### src/rtl/dom_rand_pkg.sv
// dom_rand_pkg: shared constants, FSM states and single LFSR step for the DOM randomness source
package dom_rand_pkg;
    localparam int LFSR_W = 32;
    localparam logic [LFSR_W-1:0] TAPS = 32'h80200003;
    localparam logic [LFSR_W-1:0] SEED_FALLBACK = 32'h00000001;
    typedef enum logic [1:0] {IDLE, WARM, RUN} state_t;
    function automatic logic [LFSR_W-1:0] lfsr_step(input logic [LFSR_W-1:0] s);
        return (s >> 1) ^ (s[0] ? TAPS : '0);
    endfunction
endpackage

### src/rtl/dom_rand_lfsr_adv.sv
// dom_rand_lfsr_adv: applies the Galois LFSR step RAND_W times in one combinational pass
module dom_rand_lfsr_adv
    import dom_rand_pkg::*;
#(
    parameter int RAND_W = 1
) (
    input  logic [LFSR_W-1:0] lfsr,
    output logic [LFSR_W-1:0] lfsr_next
);
    always_comb begin
        lfsr_next = lfsr;
        for (int i = 0; i < RAND_W; i++) lfsr_next = lfsr_step(lfsr_next);
    end
endmodule

### src/rtl/dom_rand_source.sv
// dom_rand_source: seeded LFSR feeding DOM gadgets, with warm-up gating and one word per consume
module dom_rand_source
    import dom_rand_pkg::*;
#(
    parameter int RAND_W = 1,
    parameter int WARMUP = 64
) (
    input  logic              clock_0,
    input  logic              reset_0,
    input  logic              io_seed_valid,
    input  logic [LFSR_W-1:0] io_seed,
    output logic              io_seed_ready,
    input  logic              io_en,
    output logic [RAND_W-1:0] io_rand,
    output logic              io_rand_valid
);
    localparam int CNT_W = WARMUP > 1 ? $clog2(WARMUP) : 1;
    localparam logic [CNT_W-1:0] CNT_LAST = CNT_W'(WARMUP > 0 ? WARMUP - 1 : 0);
    state_t state;
    logic [LFSR_W-1:0] lfsr;
    logic [LFSR_W-1:0] lfsr_adv;
    logic [CNT_W-1:0] cnt;
    logic accept;
    assign accept = io_seed_valid & io_seed_ready;
    assign io_rand = lfsr[RAND_W-1:0];
    dom_rand_lfsr_adv #(.RAND_W(RAND_W)) u_adv (
        .lfsr     (lfsr),
        .lfsr_next(lfsr_adv)
    );
    // a seed wins over a simultaneous io_en: the old word is discarded, never advanced
    always_ff @(posedge clock_0) begin
        if (reset_0) begin
            state         <= IDLE;
            lfsr          <= '0;
            cnt           <= '0;
            io_seed_ready <= 1'b1;
            io_rand_valid <= 1'b0;
        end else if (accept) begin
            lfsr          <= io_seed == '0 ? SEED_FALLBACK : io_seed;
            cnt           <= '0;
            state         <= WARMUP > 0 ? WARM : RUN;
            io_seed_ready <= WARMUP == 0;
            io_rand_valid <= WARMUP == 0;
        end else if (state == WARM) begin
            lfsr <= lfsr_adv;
            cnt  <= cnt + 1'b1;
            if (cnt == CNT_LAST) begin
                state         <= RUN;
                io_seed_ready <= 1'b1;
                io_rand_valid <= 1'b1;
            end
        end else if (state == RUN && io_en) begin
            lfsr <= lfsr_adv;
        end
    end
endmodule
### config.mk
export PLATFORM = sky130hd
export DESIGN_NAME = dom_rand_source
export DESIGN_NICKNAME = d
export VERILOG_FILES = /design/src/rtl/dom_rand_pkg.sv /design/src/rtl/dom_rand_lfsr_adv.sv /design/src/rtl/dom_rand_source.sv
export SDC_FILE = /design/constraint.sdc
export NUM_CORES = 1
export LEC_CHECK = 0
export ABC_CLOCK_PERIOD_IN_PS = 2050
export BUFFER_PORTS_ARGS = -buffer_cell sky130_fd_sc_hd__buf_4
export CORE_UTILIZATION = 30
export DETAILED_ROUTE_END_ITERATION = 7
export PLACE_DENSITY = 0.58
export SYNTH_ARGS = -nofsm -noshare
export SYNTH_HDL_FRONTEND = slang
export SYNTH_HIERARCHICAL = 1
export SYNTH_SLANG_ARGS = --single-unit
### constraint.sdc
create_clock -name clock_0 -period 2.05 [get_ports clock_0]
set_input_delay 0.41 -clock clock_0 [delete_from_list [all_inputs] [get_ports clock_0]]
set_output_delay 0.41 -clock clock_0 [all_outputs]
set_load 0.005 [all_outputs]
# After elaboration in Yosys (flattened, before gate mapping)
# Index checks and enable logic that the tools add are counted.
dict set report word_totals {
  register_bits 41
  in_bits 36
  out_inout_bits 3
  wordCells 30
}
dict set report op_classes {
  add_sub_neg 1
  n_eq_ne 3
  mux 11
  bitwise 2
  n_reduce_logical 8
}
# operator n
set op_table {}
lappend op_table {{$mux 32} 5}
lappend op_table {{$logic_not 32->1} 1}
lappend op_table {{$xor 31x32->32} 1}
lappend op_table {{$add 6x1->6 const B} 1}
lappend op_table {{$eq 6x6->1 const B} 1}
lappend op_table {{$mux 1} 6}
lappend op_table {{$reduce_and 2->1} 2}
lappend op_table {{$reduce_bool 2->1} 2}
lappend op_table {{$reduce_bool 3->1} 1}
lappend op_table {{$eq 2x1->1 const B} 1}
lappend op_table {{$eq 2x2->1 const B} 1}
lappend op_table {{$reduce_or 2->1} 1}
lappend op_table {{$and 1x1->1} 1}
lappend op_table {{$logic_and 1x1->1} 1}

# Longest topological paths before layout
dict set report depth {
  word_depth 5
  depth_mapped 7
}

# Cells and area by module
# Netlist, hierarchy kept.
# mod instances cells_per_inst area_per_inst_um2 seq_area_each_um2
set modules_own_cells {}
lappend modules_own_cells {dom_rand_source 1 234 2148.3 820.8}
lappend modules_own_cells {dom_rand_lfsr_adv 1 32 244.0 0.0}

# Least setup slack after synthesis
# No wires, ideal clock.
dict set report synth_path {
  kind {in2reg}
  startpoint {in io_seed_valid}
  endpoint {reg lfsr[20]}
  setup_ps 147
  arrival_time_ps 1365
  path_slack_ps 538
  cell_stages 6
  n_path_buf 3
  path_cell_list {clkbuf_1 a221o_1 buf_6 clkbuf_8 nor2_1 a311oi_2}
}
dict set report synth_between {
  elab_chain_len 2
  word_cells_on_any_way 3
  classes_between {mux: 1; bitwise: 1; reduce/logical: 1}
}
# item line_no
set synth_rtl {}
lappend synth_rtl {{start: declaration} dom_rand_source.sv:10} ;# input logic io_seed_valid,
lappend synth_rtl {{$and 1x1->1 (*)} dom_rand_source.sv:24} ;# assign accept = io_seed_valid & io_seed_ready;
lappend synth_rtl {{$reduce_bool 3->1 (no source line) / $mux 32 (equally long branches)} n/a}
lappend synth_rtl {{end signal: assignment} dom_rand_source.sv:39} ;# lfsr <= io_seed == '0 ? SEED_FALLBACK : io_seed;
lappend synth_rtl {{end signal: assignment} dom_rand_source.sv:45} ;# lfsr <= lfsr_adv;
lappend synth_rtl {{end signal: assignment} dom_rand_source.sv:53} ;# lfsr <= lfsr_adv;
lappend synth_rtl {{end: declaration} dom_rand_source.sv:20} ;# logic [LFSR_W-1:0] lfsr;
# Every way passes the cells marked *; elsewhere a longest branch is shown, timed or not.
# A chain may end at the register's enable or synchronous reset.

# Final worst setup path
dict set report layout_path {
  startpoint {reg io_seed_ready}
  endpoint {out io_seed_ready}
}
# item line_no
set layout_rtl {}
lappend layout_rtl {{start: declaration} dom_rand_source.sv:12} ;# output logic io_seed_ready,
lappend layout_rtl {{start signal: assignment} dom_rand_source.sv:36} ;# io_seed_ready <= 1'b1;
lappend layout_rtl {{start signal: assignment} dom_rand_source.sv:42} ;# io_seed_ready <= WARMUP == 0;
lappend layout_rtl {{start signal: assignment} dom_rand_source.sv:49} ;# io_seed_ready <= 1'b1;
# No word-level cell between the ends.

==> reports/results.ini <==
[setup_path]
endpoint_kind=primary output
crit_required_ps=1640
cp.arrival_ps=1330
crit_chain=buf_4 > buf_4
max_stage_delay_ps=510
cp_max_fo=27
cpMaxStageDelayCell=dfxtp_1
worst-setup-path-type=flip-flop to primary output
crit_path_start_kind=flip-flop
crit_path_frequent_cell=buf_4

[global_routing]
grt_first_pass_wirelength_mm=8.63
grt_usage=0.131
grt_pass1_vias=1849
grt_max_degree=44
grt-ovfl-total=0
antenna_found_initial=0

[power_and_ir_drop]
power_mw=2.01
internal-power_mw=1.43
clkPwrFrac=0.331
powerDensity_nw_per_um2=774
leakage_nw=0.955
switching_share=0.291
p_seq_frac=0.457
switchingPower_mw=0.585
irDropWorstVdd_v=0.000259
combPwrFrac=0.212

[cells_and_area]
n_antenna_cell=0
area_growth_pct=8.73
layout.nets=304
layout-drive-gt1-share=0.328
stdcell_count=370

[timing]
max_slew_margin=0.714
slew_viol_final=0
finClkSkew_ps=10.2
finalHoldViolations=0
finalCritPeriodShare=0.850
fmax_mhz=574
rsz0062_at_grt=no
max_slew.worst_pin.slew_ps=424
setup_violations=0
tns_ps=0
min_period_ps=1740

[floorplan]
die_area_sq_um=8340
die_w_um=91.3
num_rows=32
core_sq_um=7730
io_pins=39
floorplan.initialDensity=0.310
die_h_um=91.3

[yosys]
yosysWarnings=6
synthCells=266
syn_area_per_cell_sq_um=8.99
ys_async_sr_fraction=0
synth_edf_count=0
syn_area_sq_um=2390
ys_seq_area_frac=0.343
yosys.area.top_type=dfxtp_1
synth-seq-cells=41
synth_cell_types=28
synthTopCellsByArea=dfxtp_1, a311oi_2, buf_4, nand3_1, nor2_1
ys.flop_type=dfxtp_1
synth_top_area_share=0.343
synth_common_cells=dfxtp_1, nor2_1, nand2_1
synthesis.nets=303

[cts]
htree_levels=2
clock_path_buffers=2
postCtsResizedCells=0
clk_pin_slew_ps=90
cts.sinks=41
clock_latency_ps=300
root_buffer=clkbuf_8
cts_tree=yes
cts_buffers=5
ctsHoldBuffers=0
postCtsSetupBuffers=0

[place]
hpwl_mm=3.59
place_inst=362
io_buffers=38
place_congestion=0.789

[routing]
wl_per_cell_um=13.6
vias_per_cell=5.02
drcViolationCount=0
firstDrtPassIters=4
postRouteAntennaNets=0
num_vias=1858
drtIter0Drc=69
wl_mm=5.04

[job]
maxCapViolCount=0

[outcome]
outcome=finished, final reports clean

[worst_hold_path]
hold_path_class=input port to flip-flop

==> cell families (layout without fill, tap and decap cells) <==
group                    after synthesis  in the layout  share of synthesized area
AND/OR/NAND/NOR                      126            126                      0.240
AO/OA/AOI/OAI                         37             37                      0.214
buffers and inverters                 52             54                      0.164
XOR/XNOR                               8              8                     0.0293
flip-flops                            41             41                      0.343
adder cells (fa/ha/maj)                1              1                    0.00523
multiplexers                           1              1                    0.00418
==> layout by cell type, fill, tap and decap left out, drive strengths merged, types with 2 or more instances in the layout <==
cell type,n
a21oi,2
a311oi,31
and3,2
buf,46
clkbuf,5
dfxtp,41
nand2,34
nand2b,2
nand3,31
nand4,4
nor2,41
nor2b,2
nor4,8
xor2,7
==> registers in the layout, indices dropped and copies added (netlist names) <==
register,flops
io_seed_ready,1
cnt,6
lfsr,32
state,2
==> routing by layer <==
metal	global-route usage	part of all wire
met2	0.201	0.44
met3	0.0360	0.056
met1	0.175	0.49
met4	0.0450	0.013
met5	0	0
==> power by group through the flow <==
stage | clock, mW | sequential, mW | combinational [mW]
after global placement | 0 | 0.936 | 0.422
after detailed placement | 0 | 0.938 | 0.428
final | 0.665 | 0.920 | 0.427
after CTS | 0.686 | 0.920 | 0.429
after floorplan | 0 | 0.924 | 0.426
after global routing | 0.716 | 0.930 | 0.473
==> layout make-up <==
| cell class | instances | area, sq um |
|---|---|---|
| Clock inverter | 3 | 46.3 |
| Timing Repair Buffer | 46 | 358 |
| Clock buffer | 5 | 68.8 |
| Multi-Input combinational cell | 173 | 1180 |
| Sequential cell | 41 | 821 |
| Tap cell | 102 | 128 |
| Fill cell | 786 | 5130 |
==> worst paths after layout <==
path,start,to,slack [ps],depth (start not counted)
max,io_seed_ready$_SDFFE_PP1P_,io_seed_ready,310,2
min,io_seed[27],lfsr[27]$_SDFFE_PP0P_,440,3
max reg2reg,state[0]$_SDFFE_PP0P_,lfsr[16]$_SDFFE_PP0P_,420,5
min reg2reg,lfsr[7]$_SDFFE_PP0P_,lfsr[6]$_SDFFE_PP0P_,510,2
==> worst max-delay path, delay by kind of cell, from the launching register on <==
kind                   cells  cell delay, ps
flip-flops                 1             510
buffers and inverters      2             530
==> stage by stage <==
step                      hold WS [ps]  cell area [sq um]  worst slack [ps]  utilization
after floorplan                    471               2390               538            -
after global placement             492               2490               328        0.322
after detailed placement           500               2490               332        0.322
after CTS                          429               2600               311        0.337
after global routing               441               2600               245        0.337
final                              439               2600               308        0.337
Power figures use the tool's default switching activity.
